[src/rtl/pwm_sequencer.sv]
// pwm_sequencer
//   Drives a PWM waveform from an external free-running WIDTH-bit counter.
//   A start command phase-aligns the counter (one SYNC cycle with clear),
//   then RUN compares the counter value against the active duty. Duty/stop
//   commands arriving in RUN are held in a one-deep pending slot and applied
//   only on a period boundary (counter full), so the waveform never glitches.
//
// Ports
//   clk, reset               rising-edge clock, synchronous active-high reset
//   io_cmd_valid/ready       command handshake
//   io_cmd_payload_duty      high-cycle count, 0..2^WIDTH (larger saturates)
//   io_cmd_payload_stop      1 = stop at the next boundary, duty ignored
//   io_counterValue/Full     from the counter
//   io_counterClear          to the counter, high only in SYNC
//   io_pwm                   PWM output, combinational from counter value
//   io_periodDone            registered pulse after each RUN boundary
//   io_periods               completed-period count (wraps)
//   io_running               high in SYNC or RUN
module pwm_sequencer #(
  parameter int WIDTH = 4
) (
  input  logic             clk,
  input  logic             reset,
  input  logic             io_cmd_valid,
  output logic             io_cmd_ready,
  input  logic [WIDTH:0]   io_cmd_payload_duty,
  input  logic             io_cmd_payload_stop,
  input  logic [WIDTH-1:0] io_counterValue,
  input  logic             io_counterFull,
  output logic             io_counterClear,
  output logic             io_pwm,
  output logic             io_periodDone,
  output logic [7:0]       io_periods,
  output logic             io_running
);

  typedef enum logic [1:0] {S_IDLE, S_SYNC, S_RUN} state_e;

  state_e         state_q, state_d;
  logic [WIDTH:0] active_duty_q, active_duty_d;
  logic [WIDTH:0] pend_duty_q, pend_duty_d;
  logic           pend_stop_q, pend_stop_d;
  logic           pend_valid_q, pend_valid_d;
  logic           period_done_q, period_done_d;
  logic [7:0]     periods_q, periods_d;

  logic accept;

  always_comb begin
    case (state_q)
      S_IDLE:  io_cmd_ready = 1'b1;
      S_RUN:   io_cmd_ready = !pend_valid_q;
      default: io_cmd_ready = 1'b0;
    endcase
  end

  assign accept = io_cmd_valid && io_cmd_ready;

  always_comb begin
    state_d       = state_q;
    active_duty_d = active_duty_q;
    pend_duty_d   = pend_duty_q;
    pend_stop_d   = pend_stop_q;
    pend_valid_d  = pend_valid_q;
    period_done_d = 1'b0;
    periods_d     = periods_q;

    case (state_q)
      S_IDLE: begin
        // Stop commands in IDLE are consumed and dropped.
        if (accept && !io_cmd_payload_stop) begin
          active_duty_d = io_cmd_payload_duty;
          periods_d     = 8'd0;
          state_d       = S_SYNC;
        end
      end
      S_SYNC: state_d = S_RUN;
      S_RUN: begin
        if (io_counterFull) begin
          period_done_d = 1'b1;
          periods_d     = periods_q + 8'd1;
          if (pend_valid_q) begin
            if (pend_stop_q) state_d = S_IDLE;
            else             active_duty_d = pend_duty_q;
          end
          pend_valid_d = 1'b0;
        end
        // accept implies the slot was empty, so it cannot collide with the
        // boundary consumption above; a boundary-cycle command waits a period.
        if (accept) begin
          pend_duty_d  = io_cmd_payload_duty;
          pend_stop_d  = io_cmd_payload_stop;
          pend_valid_d = 1'b1;
        end
      end
      default: state_d = S_IDLE;
    endcase
  end

  always_ff @(posedge clk) begin
    if (reset) begin
      state_q       <= S_IDLE;
      active_duty_q <= '0;
      pend_duty_q   <= '0;
      pend_stop_q   <= 1'b0;
      pend_valid_q  <= 1'b0;
      period_done_q <= 1'b0;
      periods_q     <= 8'd0;
    end else begin
      state_q       <= state_d;
      active_duty_q <= active_duty_d;
      pend_duty_q   <= pend_duty_d;
      pend_stop_q   <= pend_stop_d;
      pend_valid_q  <= pend_valid_d;
      period_done_q <= period_done_d;
      periods_q     <= periods_d;
    end
  end

  assign io_counterClear = (state_q == S_SYNC);
  // Unsigned WIDTH+1-bit compare: duty 0 never high, duty >= 2^WIDTH always high.
  assign io_pwm          = (state_q == S_RUN) && ({1'b0, io_counterValue} < active_duty_q);
  assign io_periodDone   = period_done_q;
  assign io_periods      = periods_q;
  assign io_running      = (state_q != S_IDLE);

endmodule

[config.mk]
export PLATFORM = sky130hd
export DESIGN_NAME = pwm_sequencer
export DESIGN_NICKNAME = d
export VERILOG_FILES = /design/src/rtl/pwm_sequencer.sv
export SDC_FILE = /design/constraint.sdc
export NUM_CORES = 1
export LEC_CHECK = 0
export CAP_MARGIN = 5
export CORE_MARGIN = 2
export CORE_UTILIZATION = 43
export DETAILED_ROUTE_END_ITERATION = 6
export PLACE_DENSITY = 0.73
export REMOVE_ABC_BUFFERS = 1
export SLEW_MARGIN = 40
export SYNTH_ARGS = -nofsm -noshare
export SYNTH_HDL_FRONTEND = slang
export SYNTH_SLANG_ARGS = --single-unit
[constraint.sdc]
create_clock -name clk -period 1.3 [get_ports clk]
set_clock_uncertainty 0.05 [all_clocks]
set_input_delay 0.13 -clock clk [delete_from_list [all_inputs] [get_ports clk]]
set_output_delay 0.13 -clock clk [all_outputs]
set_load 0.01 [all_outputs]
==> results_dict.tcl, run 1 <==
set metrics [dict create \
    fin_nets 196 \
    worst_r2r_path_depth 5 \
    p_per_area_nw_per_um2 782 \
    grt_setup_unrepaired "true" \
    hold_buffers 0 \
    die_height_um 54.9 \
    synth-compound-area-share_pct 16.1 \
    htree_levels 1 \
    track_usage_pct 22.2 \
    clkTransAtPathRegs_ns 0.13 \
    grt_pass1_vias 1134 \
    vias_per_cell 5.58 \
    setup_ws_ns -0.368 \
    grt_overflow 0 \
    required_ns 1.12 \
    setup.worst_path.start_class "register" \
    ys_types 38 \
    netlist_area_um2 1110 \
    ios 27 \
    yosysSeqAreaShare_pct 41.4 \
    placed_cells 192 \
    period_needed_ns 1.67 \
    critPathKind "reg2out" \
    synthMuxAreaShare_pct 5.40 \
    worst-r2r-setup-slack_ns -0.31 \
    fin_cells 207 \
    place.gp.congestion 0.790 \
    clk-insertion-delay-late_ns 0.33 \
    antenna_left 0 \
    hold_viol_final 0 \
    status "complete, but fails checks" \
    cts_buffers 3 \
    diodes 0 \
    finalSetupViolCount 23 \
    synth-seq-cells 23 \
    finalPower_mw 1.42 \
    hold_path_depth 3 \
    peakVddDrop_mv 0.722 \
    grt_pass1_wl_mm 4.81 \
    crit_path_end_kind "output pin" \
    grt_max_degree 13 \
    path_cells "inv_2 > ha_4 > o21ai_1 > a21oi_1 > o31ai_1 > buf_2" \
    ys_warn_count 0 \
    rows 18 \
    drv_slew 0 \
    dp_hpwl_mm 2.04 \
    pre_cts_ws_ns -0.705 \
    worstPathMaxFanout 2 \
    yosys.area_share.simple_pct 24.4 \
    clock-sinks 23 \
    areaGrowthSynthToFinish_pct 63.2 \
    io_buffers 26 \
    slew_headroom_pct 77.3 \
    min_from "io_cmd_payload_duty[3]" \
    min_to "active_duty_q[3]$_SDFFE_PP0P_" \
    violations "setup timing" \
    cts_tree "yes" \
    coreArea_um2 2450 \
    dieArea_um2 3010 \
    holdCritPathClass "in2reg" \
    cts_root_buf "clkbuf_4" \
    r2r_end "active_duty_q[4]$_SDFFE_PP0P_" \
    crit_buf_inv 2 \
    initial_core_util_pct 45.3 \
    die_w_um 54.9 \
    syn_area_per_cell_um2 8.97 \
    fmax_ghz 0.600 \
    maxCapViolCount 0 \
    finalWirelength_mm 3.38 \
    worst_ep_arrival_time_ns 1.49 \
    synthAdderAreaFrac_pct 4.50 \
    tightest_slew_ns 0.340 \
    drtIter0Drc 26 \
    min_period_over_period_pct 128 \
    p_leak_nw 0.723 \
    cts_max_path_buffers 2 \
    layout-drive-gt1-share_pct 43.5 \
    first_pass_iters 4 \
    drc 0 \
    synth_cells 124 \
    cpPeakStageDelay_ns 0.36 \
    slowest_stage "dfxtp_2" \
    wl_per_cell_um 16.3 \
    num_vias 1155 \
    crit_family "compound AO/OA/AOI/OAI gates" \
    timing.rr.start "pend_valid_q$_SDFFE_PP0P_" \
    grt_antenna_before_repair 0 \
    postLayoutCoreUtil_pct 74.0 \
    synth_top_family_by_area "simple AND/OR/NAND/NOR gates" \
    setup_tns_ns -3.49 \
    synth_xor_area_share_pct 3.94 \
]
-- cell families after synthesis --
logic type,Yosys count
compound gates,25
xor+xnor,5
fa+ha+maj,4
buf+inv,10
flops,23
mux,6
simple gates,51
-- cell usage after synthesis --
master      n  area share, %
clkbuf_1    1           0.34
inv_1       4            1.3
buf_2       2           0.90
dfxtp_1    23             41
nand2_2     1           0.56
nor3b_1     1           0.68
nor2_2      1           0.56
nand4_1     1           0.56
a21oi_1     7            3.1
o2111ai_1   1           0.79
ha_1        4            4.5
and3b_2     1           0.90
buf_1       1           0.34
nand2b_1    1           0.56
nand4b_1    1           0.79
nor4b_4     1            2.1
nand2_1    12            4.0
o31ai_1     1           0.68
nor2_1     20            6.7
xor2_1      4            3.1
o211ai_1    3            2.0
a21oi_4     1            1.5
or3b_4      1            1.0
nor2b_1     2            1.1
a311oi_1    5            3.9
or3_1       1           0.56
buf_4       2            1.3
xnor2_1     1           0.79
o21ai_0     4            1.8
and2b_2     1           0.79
mux2i_1     6            5.4
a41oi_1     2            1.6
or2_1       1           0.56
and4_1      1           0.79
or2_2       1           0.56
nand3_1     2           0.90
and2_1      1           0.56
a211oi_1    1           0.68
-- power breakdown --
part,internal [mW],switching [mW]
combinational,0.180,0.148
clock,0.121,0.231
sequential,0.723,0.0176
total,1.02,0.397
-- layout by cell type, fill, tap and decap left out, types with 2 or more instances in the layout --
master	Yosys	layout
or2_4	0	2
a21oi_4	1	2
clkdlybuf4s50_1	0	13
dfxtp_4	0	3
o21ai_1	0	2
a21oi_1	7	5
o21ai_2	0	2
inv_2	0	3
o211ai_1	3	3
xor2_1	4	4
dfxtp_2	0	9
buf_4	2	16
nand3_1	2	2
mux2i_1	6	6
buf_6	0	14
buf_2	2	2
nor2_1	20	19
ha_4	0	3
a21oi_2	0	2
nor2_4	0	2
a311oi_1	5	4
clkbuf_4	0	3
dfxtp_1	23	11
nand2_1	12	12
dlygate4sd2_1	0	9
-- layout make-up --
class / count / area (um^2)
clock buffer: 4 / 26.3
fill: 168 / 639
inverter: 4 / 15.0
multi-input combinational: 92 / 757
sequential: 23 / 483
tap: 30 / 37.5
timing repair buffer: 54 / 497
-- state kept, by name, indices dropped and copies added, names as in the netlist --
register and flops:
active_duty_q 5, io_periodDone 1, io_periods 8, pend_duty_q 5, pend_stop_q 1, pend_valid_q 1
state_q 2
-- per-layer routing --
metal	vias up	routed length, um	track usage (%)
li1	548	-	-
met1	555	1410	27.9
met2	42	1730	37.5
met3	10	147	3.55
met4	0	89	9.17
met5	-	0	0
-- worst max-delay path by stage --
stage | startpoint | end | slack, ns | cells after the start
floorplan | state_q[1]$_SDFFE_PP0P_ | pend_duty_q[0]$_SDFFE_PP0P_ | -0.61 | 4
global placement | io_counterValue[2] | io_pwm | -0.64 | 6
detailed placement | io_counterValue[2] | io_pwm | -0.70 | 6
CTS | active_duty_q[2]$_SDFFE_PP0P_ | io_pwm | -0.31 | 6
global route | active_duty_q[1]$_SDFFE_PP0P_ | io_pwm | -0.45 | 6
finish | active_duty_q[1]$_SDFFE_PP0P_ | io_pwm | -0.37 | 6
-- what timing repair did --
item / CTS / global route
pin swaps: 19 / 12
endpoints found under the setup margin: 33 / 24
cloned: 1 / 0
buffers inserted: 8 / 3
resized for setup: 73 / 14
-- tightest hold or removal path: stages --
cell             delay [ns]
clkdlybuf4s50_1        0.42
nand2_1                0.07
a311oi_1               0.09
-- through the flow --
step           cell area [um^2]  hold slack [ns]
2_1_floorplan              1080            0.149
3_3_place_gp               1510            0.407
3_5_place_dp               1510            0.428
4_1_cts                    1740            0.363
5_1_grt                    1820            0.388
6_report                   1820            0.364
Power figures use the tool's default switching activity.
==> run 2: changes to the inputs <==
- HOLD_SLACK_MARGIN: unset -> 0.12
==> results of run 2 <==
Final layout, timing and power as in run 1 (identical DEF).
==> run 3: changes to the inputs <==
- CORE_ASPECT_RATIO: unset -> 1.4
- CORE_UTILIZATION: 43 -> 51
- PLACE_DENSITY: 0.73 -> 0.81
- clock period: 1.3 -> 1.95 ns (I/O delays scaled with it)
==> results_dict.tcl, run 3 (synthesis gave the netlist of run 1 again) <==
set metrics [dict create \
    clkTransAtPathRegs_ns 0.12 \
    slew_headroom_pct 72.3 \
    track_usage_pct 20.2 \
    final_area_um2 1440 \
    grt_overflow 0 \
    grt_pass1_vias 955 \
    worst_r2r_path_depth 6 \
    placed_cells 172 \
    die_height_um 59.3 \
    fin_nets 173 \
    ios 27 \
    grt_max_degree 14 \
    period_needed_ns 1.82 \
    p_leak_nw 0.524 \
    final_cell_mix "25 x clkdlybuf4s50_1, 23 x dfxtp_1, 20 x nor2_1" \
    min_period_over_period_pct 93.2 \
    num_vias 987 \
    layout_commonest_cell "clkdlybuf4s50_1" \
    dp_hpwl_mm 1.81 \
    finalWirelength_mm 2.31 \
    hold_viol_final 0 \
    initial_core_util_pct 52.3 \
    p_per_area_nw_per_um2 586 \
    worstPathMaxFanout 9 \
    hold_path_depth 2 \
    areaGrowthSynthToFinish_pct 29.0 \
    clk-insertion-delay-late_ns 0.31 \
    setup_tns_ns 0 \
    worst-r2r-setup-slack_ns 0.27 \
    setup.worst_path.start_class "register" \
    diodes 0 \
    clock-sinks 23 \
    layout-drive-gt1-share_pct 12.3 \
    holdCritPathClass "reg2reg" \
    vias_per_cell 5.61 \
    drv_slew 0 \
    coreArea_um2 2130 \
    placed_area_um2 1410 \
    fmax_ghz 0.550 \
    cts_max_path_buffers 2 \
    peakVddDrop_mv 0.545 \
    grt_setup_unrepaired "false" \
    io_buffers 26 \
    place.gp.congestion 0.780 \
    postLayoutCoreUtil_pct 67.5 \
    grt_pass1_wl_mm 4.02 \
    antenna_left 0 \
    status "finished clean" \
    r2r_end "pend_duty_q[2]$_SDFFE_PP0P_" \
    maxCapViolCount 0 \
    grt_antenna_before_repair 0 \
    min_from "pend_duty_q[4]$_SDFFE_PP0P_" \
    htree_levels 1 \
    drc 0 \
    critPathKind "reg2out" \
    largest_reg_flops 8 \
    cts_tree "yes" \
    tightest_slew_ns 0.414 \
    min_to "active_duty_q[4]$_SDFFE_PP0P_" \
    required_ns 1.70 \
    worst_ep_arrival_time_ns 1.57 \
    timing.rr.start "state_q[1]$_SDFFE_PP0P_" \
    finalPower_mw 0.842 \
    cts_buffers 3 \
    cts_root_buf "clkbuf_4" \
    die_w_um 43.5 \
    rows 20 \
    finalSetupViolCount 0 \
    crit_path_end_kind "output pin" \
    wl_per_cell_um 13.1 \
    fin_cells 176 \
    dieArea_um2 2580 \
    drtIter0Drc 10 \
    first_pass_iters 4 \
]
-- run 3: changes by cell type in the layout (fill, tap and decap cells not counted), sizes merged --
cell / before / now
buf: 32 / 6
clkinv: 0 / 1
a21oi: 9 / 8
dlygate4sd2: 9 / 0
clkdlybuf4s50: 13 / 25
-- run 3: worst max-delay path, stage by stage, from the launching register on --
cell and delay, ns:
dfxtp_1 0.52, and2b_2 0.27, clkdlybuf4s50_1 0.47
-- run 3: report_power, final --
part	leakage, nW	total (mW)	switching [mW]	internal, mW
clock	0.0177	0.217	0.140	0.0767
sequential	0.187	0.493	0.00957	0.483
combinational	0.320	0.131	0.0613	0.0701
-- run 3: cell type report --
cell class,count,area [um^2]
repair buffers,32,300
clock inverters,1,5.00
clock buffers,3,22.5
flip-flops and latches,23,460
fillers,185,692
well taps,22,27.5
inverters,4,15.0
multi-input cells,91,604
-- run 3: layer usage --
metal	track usage, %	vias up	share of wire (%)
li1	-	497	-
met1	21.6	460	42
met5	0	-	0
met4	9.96	0	1.6
met2	37.3	24	53
met3	3.66	6	3.8
-- run 3: per-stage QoR --
step | hold WS (ns) | setup WS (ns)
after floorplan | 0.214 | 0.0384
after CTS | 0.435 | 0.0208
after global routing | 0.439 | 0.0635
after detailed placement | 0.424 | -0.192
final | 0.437 | 0.133
after global placement | 0.409 | -0.113
-- run 3: how the worst max path moves through the flow --
| stage | to | slack, ns | cells after the start | startpoint |
|---|---|---|---|---|
| floorplan | pend_duty_q[0]$_SDFFE_PP0P_ | 0.04 | 4 | state_q[1]$_SDFFE_PP0P_ |
| global placement | io_pwm | -0.11 | 6 | io_counterValue[2] |
| detailed placement | io_pwm | -0.19 | 6 | io_counterValue[2] |
| CTS | io_pwm | 0.02 | 6 | active_duty_q[2]$_SDFFE_PP0P_ |
| global route | io_pwm | 0.06 | 6 | active_duty_q[2]$_SDFFE_PP0P_ |
| finish | io_counterClear | 0.13 | 2 | state_q[1]$_SDFFE_PP0P_ |
-- run 3: timing repair --
item / in CTS / in global routing
setup buffers: 0 / 0
hold buffers: 0 / 0
endpoints found under the setup margin: 1 / 1
resized for setup: 1 / 3
